<file path="src/rtl/bit_serializer_piso.sv">
// -----------------------------------------------------------------------------
// bit_serializer_piso
//   Parallel-in / serial-out stage that feeds the serial-input sequence
//   detectors. A WIDTH-bit word is accepted over a valid/ready handshake and
//   shifted out MSB-first at one bit per clk on ser_out. The line idles at 0,
//   so an idle stage looks to a detector like a stream of zeros.
//
//   Optional feature macro: SER_PARITY_EN
//     defined   -> one even-parity bit (^load_data, captured at the transfer)
//                  follows the LSB; a frame is WIDTH+1 bits and done/reload
//                  move to the parity-bit cycle.
//     undefined -> frame is WIDTH bits; no parity logic exists.
//
//   Reset: rst is asynchronous and active-low (rst==0 resets).
// -----------------------------------------------------------------------------
module bit_serializer_piso #(
  parameter int WIDTH = 8                      // data bits per word, >= 2
) (
  input  logic             clk,
  input  logic             rst,                // async, active-low
  input  logic             load_valid,
  input  logic [WIDTH-1:0] load_data,
  output logic             load_ready,
  output logic             ser_out,
  output logic             ser_valid,
  output logic             busy,
  output logic             done
);

  // ---------------------------------------------------------------------------
  // Frame geometry
  // ---------------------------------------------------------------------------
`ifdef SER_PARITY_EN
  localparam int NBITS = WIDTH + 1;            // data bits + trailing parity
`else
  localparam int NBITS = WIDTH;                // data bits only
`endif

  // Counter is sized for WIDTH+1 in both builds so it can always reach the
  // parity slot; in the plain build the top value is simply never used.
  localparam int CNT_W = $clog2(WIDTH + 1);
  localparam logic [CNT_W-1:0] LAST_CNT = CNT_W'(NBITS - 1);

  // FSM encoding kept as plain constants so the state vector is visible as a
  // bare vector in older tools and netlists.
  localparam logic [0:0] ST_IDLE  = 1'b0;
  localparam logic [0:0] ST_SHIFT = 1'b1;

  // ---------------------------------------------------------------------------
  // State
  // ---------------------------------------------------------------------------
  logic [0:0]       state_q,   state_d;
  logic [NBITS-1:0] shreg_q,   shreg_d;       // MSB of the register is on the wire
  logic [CNT_W-1:0] bit_cnt_q, bit_cnt_d;     // index of the bit currently on ser_out

  logic             shifting;
  logic             last_bit;
  logic             xfer;
  logic [NBITS-1:0] load_word;

  // ---------------------------------------------------------------------------
  // Handshake decode: ready depends on state/bit_cnt only, never on load_valid,
  // so upstream can never form a combinational loop through this stage.
  // ---------------------------------------------------------------------------
  assign shifting   = (state_q == ST_SHIFT);
  assign last_bit   = shifting && (bit_cnt_q == LAST_CNT);
  assign load_ready = (state_q == ST_IDLE) || last_bit;
  assign xfer       = load_valid && load_ready;

  // Frame to load on a transfer. Only consumed when xfer is high, so an X on
  // load_data between transfers never reaches the state registers.
`ifdef SER_PARITY_EN
  assign load_word = {load_data, ^load_data};
`else
  assign load_word = load_data;
`endif

  // ---------------------------------------------------------------------------
  // Next-state logic: load, shift, or drain back to idle
  // ---------------------------------------------------------------------------
  always_comb begin
    // NOTE: every signal written here gets a default first; a path that leaves
    // one unassigned would infer a latch.
    state_d   = state_q;
    shreg_d   = shreg_q;
    bit_cnt_d = bit_cnt_q;

    unique case (state_q)
      ST_IDLE: begin
        if (xfer) begin
          state_d   = ST_SHIFT;
          shreg_d   = load_word;
          bit_cnt_d = '0;
        end
      end

      ST_SHIFT: begin
        if (xfer) begin
          // Reload on the last-bit cycle: the next frame's MSB follows the
          // current final bit with no gap.
          state_d   = ST_SHIFT;
          shreg_d   = load_word;
          bit_cnt_d = '0;
        end else if (last_bit) begin
          // Clearing the shifter guarantees the idle line reads 0 even if a
          // stale bit were somehow left behind.
          state_d   = ST_IDLE;
          shreg_d   = '0;
          bit_cnt_d = '0;
        end else begin
          shreg_d   = {shreg_q[NBITS-2:0], 1'b0};
          bit_cnt_d = bit_cnt_q + 1'b1;
        end
      end

      default: begin
        state_d   = ST_IDLE;
        shreg_d   = '0;
        bit_cnt_d = '0;
      end
    endcase
  end

  // ---------------------------------------------------------------------------
  // State registers, asynchronously cleared
  // ---------------------------------------------------------------------------
  always_ff @(posedge clk or negedge rst) begin
    // NOTE: the shifter is reset along with the control state because its MSB
    // drives ser_out directly; a mid-word reset must force the line to 0 at once.
    if (!rst) begin
      state_q   <= ST_IDLE;
      shreg_q   <= '0;
      bit_cnt_q <= '0;
    end else begin
      // NOTE: non-blocking assignments here so every flop samples the values
      // computed before this edge, independent of statement order.
      state_q   <= state_d;
      shreg_q   <= shreg_d;
      bit_cnt_q <= bit_cnt_d;
    end
  end

  // ---------------------------------------------------------------------------
  // Outputs: decoded from registers only, so they fall with the async reset
  // ---------------------------------------------------------------------------
  assign ser_out   = shifting && shreg_q[NBITS-1];
  assign ser_valid = shifting;
  assign busy      = shifting;
  assign done      = last_bit;

  // ---------------------------------------------------------------------------
  // Protocol invariants
  // ---------------------------------------------------------------------------
  // The line is quiet whenever no frame is in flight.
  a_idle_quiet : assert property (@(posedge clk) disable iff (!rst)
    !busy |-> (!ser_out && !ser_valid && !done));

  // A transfer always starts a fresh frame at bit 0 on the next cycle.
  a_xfer_starts : assert property (@(posedge clk) disable iff (!rst)
    xfer |=> (busy && ser_valid && bit_cnt_q == '0));

  // Without a reload, the stage goes idle right after the final bit.
  a_done_drains : assert property (@(posedge clk) disable iff (!rst)
    (done && !load_valid) |=> !busy);

  // Mid-frame the stage refuses new words.
  a_busy_not_ready : assert property (@(posedge clk) disable iff (!rst)
    (busy && !done) |-> !load_ready);

endmodule

</file>
<file path="config.mk">
export PLATFORM = sky130hd
export DESIGN_NAME = bit_serializer_piso
export DESIGN_NICKNAME = d
export VERILOG_FILES = /design/src/rtl/bit_serializer_piso.sv
export SDC_FILE = /design/constraint.sdc
export NUM_CORES = 1
export LEC_CHECK = 0
export BUFFER_PORTS_ARGS = -buffer_cell sky130_fd_sc_hd__clkbuf_2
export CORE_MARGIN = 1.5
export CORE_UTILIZATION = 40
export CTS_CLUSTER_SIZE = 24
export DETAILED_ROUTE_END_ITERATION = 10
export GPL_ROUTABILITY_DRIVEN = 0
export HOLD_SLACK_MARGIN = 0.06
export SYNTH_ARGS = -nofsm -noshare
export SYNTH_HDL_FRONTEND = slang
export SYNTH_SLANG_ARGS = --single-unit
export TNS_END_PERCENT = 20
</file>
<file path="constraint.sdc">
create_clock -name clk -period 1.4 [get_ports clk]
set_input_delay 0.14 -clock clk [delete_from_list [all_inputs] [get_ports clk]]
set_output_delay 0.14 -clock clk [all_outputs]
set_load 0.005 [all_outputs]
</file>
==> metrics.md <==
| Metric | Value |
|---|---|
| Status | `complete, but fails checks` |
| Failing checks | `negative setup slack` |
| Switching pwr | `about 560 uW` |
| Area leader, netlist | `dfrtp_1` |
| Final Setup Violations | `2` |
| Initial antenna violation count | `0` |
| Total CTS buffers | `3` |
| Number of vias per cell | `between 5 and 6` |
| Required @ worst endpoint | `around 1300 ps` |
| Max_cap viols | `0` |
| Largest net degree at the start of global routing | `14` |
| Post-DP Area | `roughly 790 um^2` |
| Worst-margin pin slew | `321 ps` |
| Met2 usage | `a little over a quarter` |
| Leading cell type by number of instances after synthesis | `dfrtp_1` |
| Sequential fraction of the synthesis area | `a little under half` |
| Static leakage | `roughly 0.47 nW` |
| Peak supply drop | `~0.76 mV` |
| Crit share post-route | `101%` |
| Area growth from synthesis to layout | `31.0%` |
| Grt ovf | `0` |
| Ports | `16` |
| R2R cell count | `5` |
| Num Clock Sinks | `13` |
| CTS Buffer Depth | `2` |
| H-tree Lvls | `1` |
| Clk network pwr share | `between 10% and 20%` |
| Total die area | `approximately 2000 um^2` |
| Post-synthesis cell type count | `20` |
| HP Start | `load_data[0]` |
| WL/cell | `~14 um` |
| Die X-Extent | `around 44 um` |
| Core Area | `1560 um^2` |
| Post-synthesis net count | `75` |
| Synth Flop Type | `dfrtp_1` |
| Fillers | `between 100 and 150` |
| RSZ-0062 raised after global routing | `true` |
| GR peak layer | `met2` |
| Clock transition at path regs | `~80 ps` |
| Met1 Usage GRT | `22.8%` |
| Reg-to-Reg Start | `bit_cnt_q[0]$_DFFE_PN0P_` |
| Relative slew slack | `between 70% and 80%` |
| Fin. Hold Viols | `0` |
| Nets | `about 100` |
| Drt pass-1 iters | `4` |
| Pwr Density | `around 1900 nW/um^2` |
| Worst skew pair latency | `270 ps` |
| Total chip power | `around 1.7 mW` |
| Row count | `14` |
| Met3 Track Usage GR | `around 4.5%` |
| Critical path arrival | `between 1000 and 1500 ps` |
| Overall Global Routing Usage | `roughly 18%` |
| PnR worst setup slack | `-16.0 ps` |
| DRT antenna net count | `0` |
| Post-synth EDFFs | `0` |
| Worst Path Max Fanout | `5` |
| DP Wirelength | `roughly 1100 um` |
| Final wirelength | `about 1500 um` |
| Sw Share | `between 30 and 40%` |
| Post-Layout Inst Area | `roughly 900 um^2` |
| Reg2reg end | `shreg_q[2]$_DFFE_PN0P_` |
| Synthesized cell area | `~690 um^2` |
| Startpoint types | `flop` |
| Syn_area_per_cell | `10.9 um^2` |
| Hold Path Class | `input port to flop` |
| Cells after Synth | `63` |
| Max Fclk | `a little over 700 MHz` |
| Syn. warnings | `0` |
| Clock Skew | `1.38 ps` |
| Share of cells above drive strength 1 | `roughly two fifths` |
| Synth area leaders | `dfrtp_1, mux2i_1, a221o_1, nor2_1, nand3b_4` |
| Gate power share | `roughly 47%` |
| Setup_tns | `-25.8 ps` |
| Part of the power in registers | `about two fifths` |
| Yosys reg bits | `13` |
| Worst hold margin | `around 100 ps` |
| Final slew viol count | `0` |
| Cell Int Power | `1.11 mW` |
| Reg-to-reg setup timing slack | `-10 ps` |
| Ant. Diodes | `0` |
| Vias in the first global route | `552` |
| Async SR Flop Fraction | `100%` |
| Hold endpoint | `shreg_q[0]$_DFFE_PN0P_` |
| First-pass GRT wire length | `approximately 2500 um` |
| Crit path time final | `about 1400 ps` |
| Initial Util | `roughly 44%` |
| Critical Path End Type | `output port` |
| Initial drt markers | `5` |
| Die Ht | `between 40 and 50 um` |
| Root Driver | `clkbuf_4` |
| Critical path type | `flop to output port` |
| Post-synth top cells | `dfrtp_1, nor2_1, mux2i_1` |
| Hold depth | `2` |
| Port Buffer Count | `15` |
| Post-synth top area share | `47.4%` |
| DRC | `0` |
| Vias post-DR | `between 500 and 600` |
| Pre-CTS WS | `-61.1 ps` |
| CTS tree | `yes` |
[worst max-delay path, stage by stage, from the launching register on]
cell and delay, ps:
dfrtp_1 420, ha_4 180, nand3b_4 80, and2_4 170, inv_2 50, buf_6 110
[power by group through the flow]
stage	Combinational [mW]	Clock [mW]	Sequential [mW]
5_1_grt	0.883	0.258	0.662
3_3_place_gp	0.609	0	0.637
4_1_cts	0.747	0.239	0.644
6_report	0.787	0.230	0.648
3_5_place_dp	0.629	0	0.639
2_1_floorplan	0.479	0	0.618
[repair_timing]
action | CTS | global route
endpoints found under the setup margin | 10 | 10
pin swaps | 3 | 4
hold buffers | 1 | 0
hold endpoints to repair | 13 | 0
buffers inserted | 5 | 1
gates resized for setup | 2 | 6
[flip-flops by register name (all words and copies together), names as in the netlist]
name and cells:
busy 1, bit_cnt_q 4, shreg_q 8
[how the worst max path moves through the flow]
stage                                   to  slack, ps                      from  cells after the start
finish                          load_ready        -20  bit_cnt_q[0]$_DFFE_PN0P_                      5
global route                    load_ready        -70  bit_cnt_q[0]$_DFFE_PN0P_                      5
CTS                 shreg_q[5]$_DFFE_PN0P_        -10  bit_cnt_q[1]$_DFFE_PN0P_                      4
detailed placement  shreg_q[1]$_DFFE_PN0P_        -60  bit_cnt_q[1]$_DFFE_PN0P_                      4
global placement    shreg_q[4]$_DFFE_PN0P_         -6  bit_cnt_q[1]$_DFFE_PN0P_                      4
floorplan           shreg_q[1]$_DFFE_PN0P_          2  bit_cnt_q[0]$_DFFE_PN0P_                      5
[per-layer routing]
layer	part of all wire, %	wire length (um)
met5	0	0
met4	0.68	10
met3	3.9	57
met2	50	737
met1	45	669
[layout make-up]
class,count,area [um^2],share of cell area [%]
clock buffer,4,26.3,2.92
inverter,3,11.3,1.25
multi-input combinational,43,343,38.1
sequential,13,325,36.2
tap,16,20.0,2.23
timing repair buffer,27,174,19.3
[cell usage in the layout, fill, tap and decap left out, types with 2 or more instances in the layout]
master / synthesis / final
clkbuf_4: 0 / 3
nand2_1: 4 / 4
clkbuf_2: 0 / 13
mux2i_1: 8 / 8
inv_1: 3 / 2
buf_4: 2 / 11
nand3_1: 3 / 3
nor2_1: 11 / 9
a221o_1: 7 / 7
dfrtp_1: 13 / 13
[kinds of logic after synthesis]
kind of cell             after synthesis  synth area share (%)
AND/OR/NAND/NOR                       23                  17.7
flip-flops                            13                  47.4
AO/OA/AOI/OAI                         10                  14.2
multiplexers                           8                  11.7
buffers and inverters                  7                  6.01
XOR/XNOR                               1                  1.28
adder cells (fa/ha/maj)                1                  1.82
[per-stage QoR]
stage / util (%) / instances
global placement: 50.8 / 95
floorplan: - / 63
CTS: 56.2 / 105
detailed placement: 50.8 / 95
finish: 57.7 / 106
global route: 57.7 / 106
No activity file was read; power rests on OpenSTA's default activity.
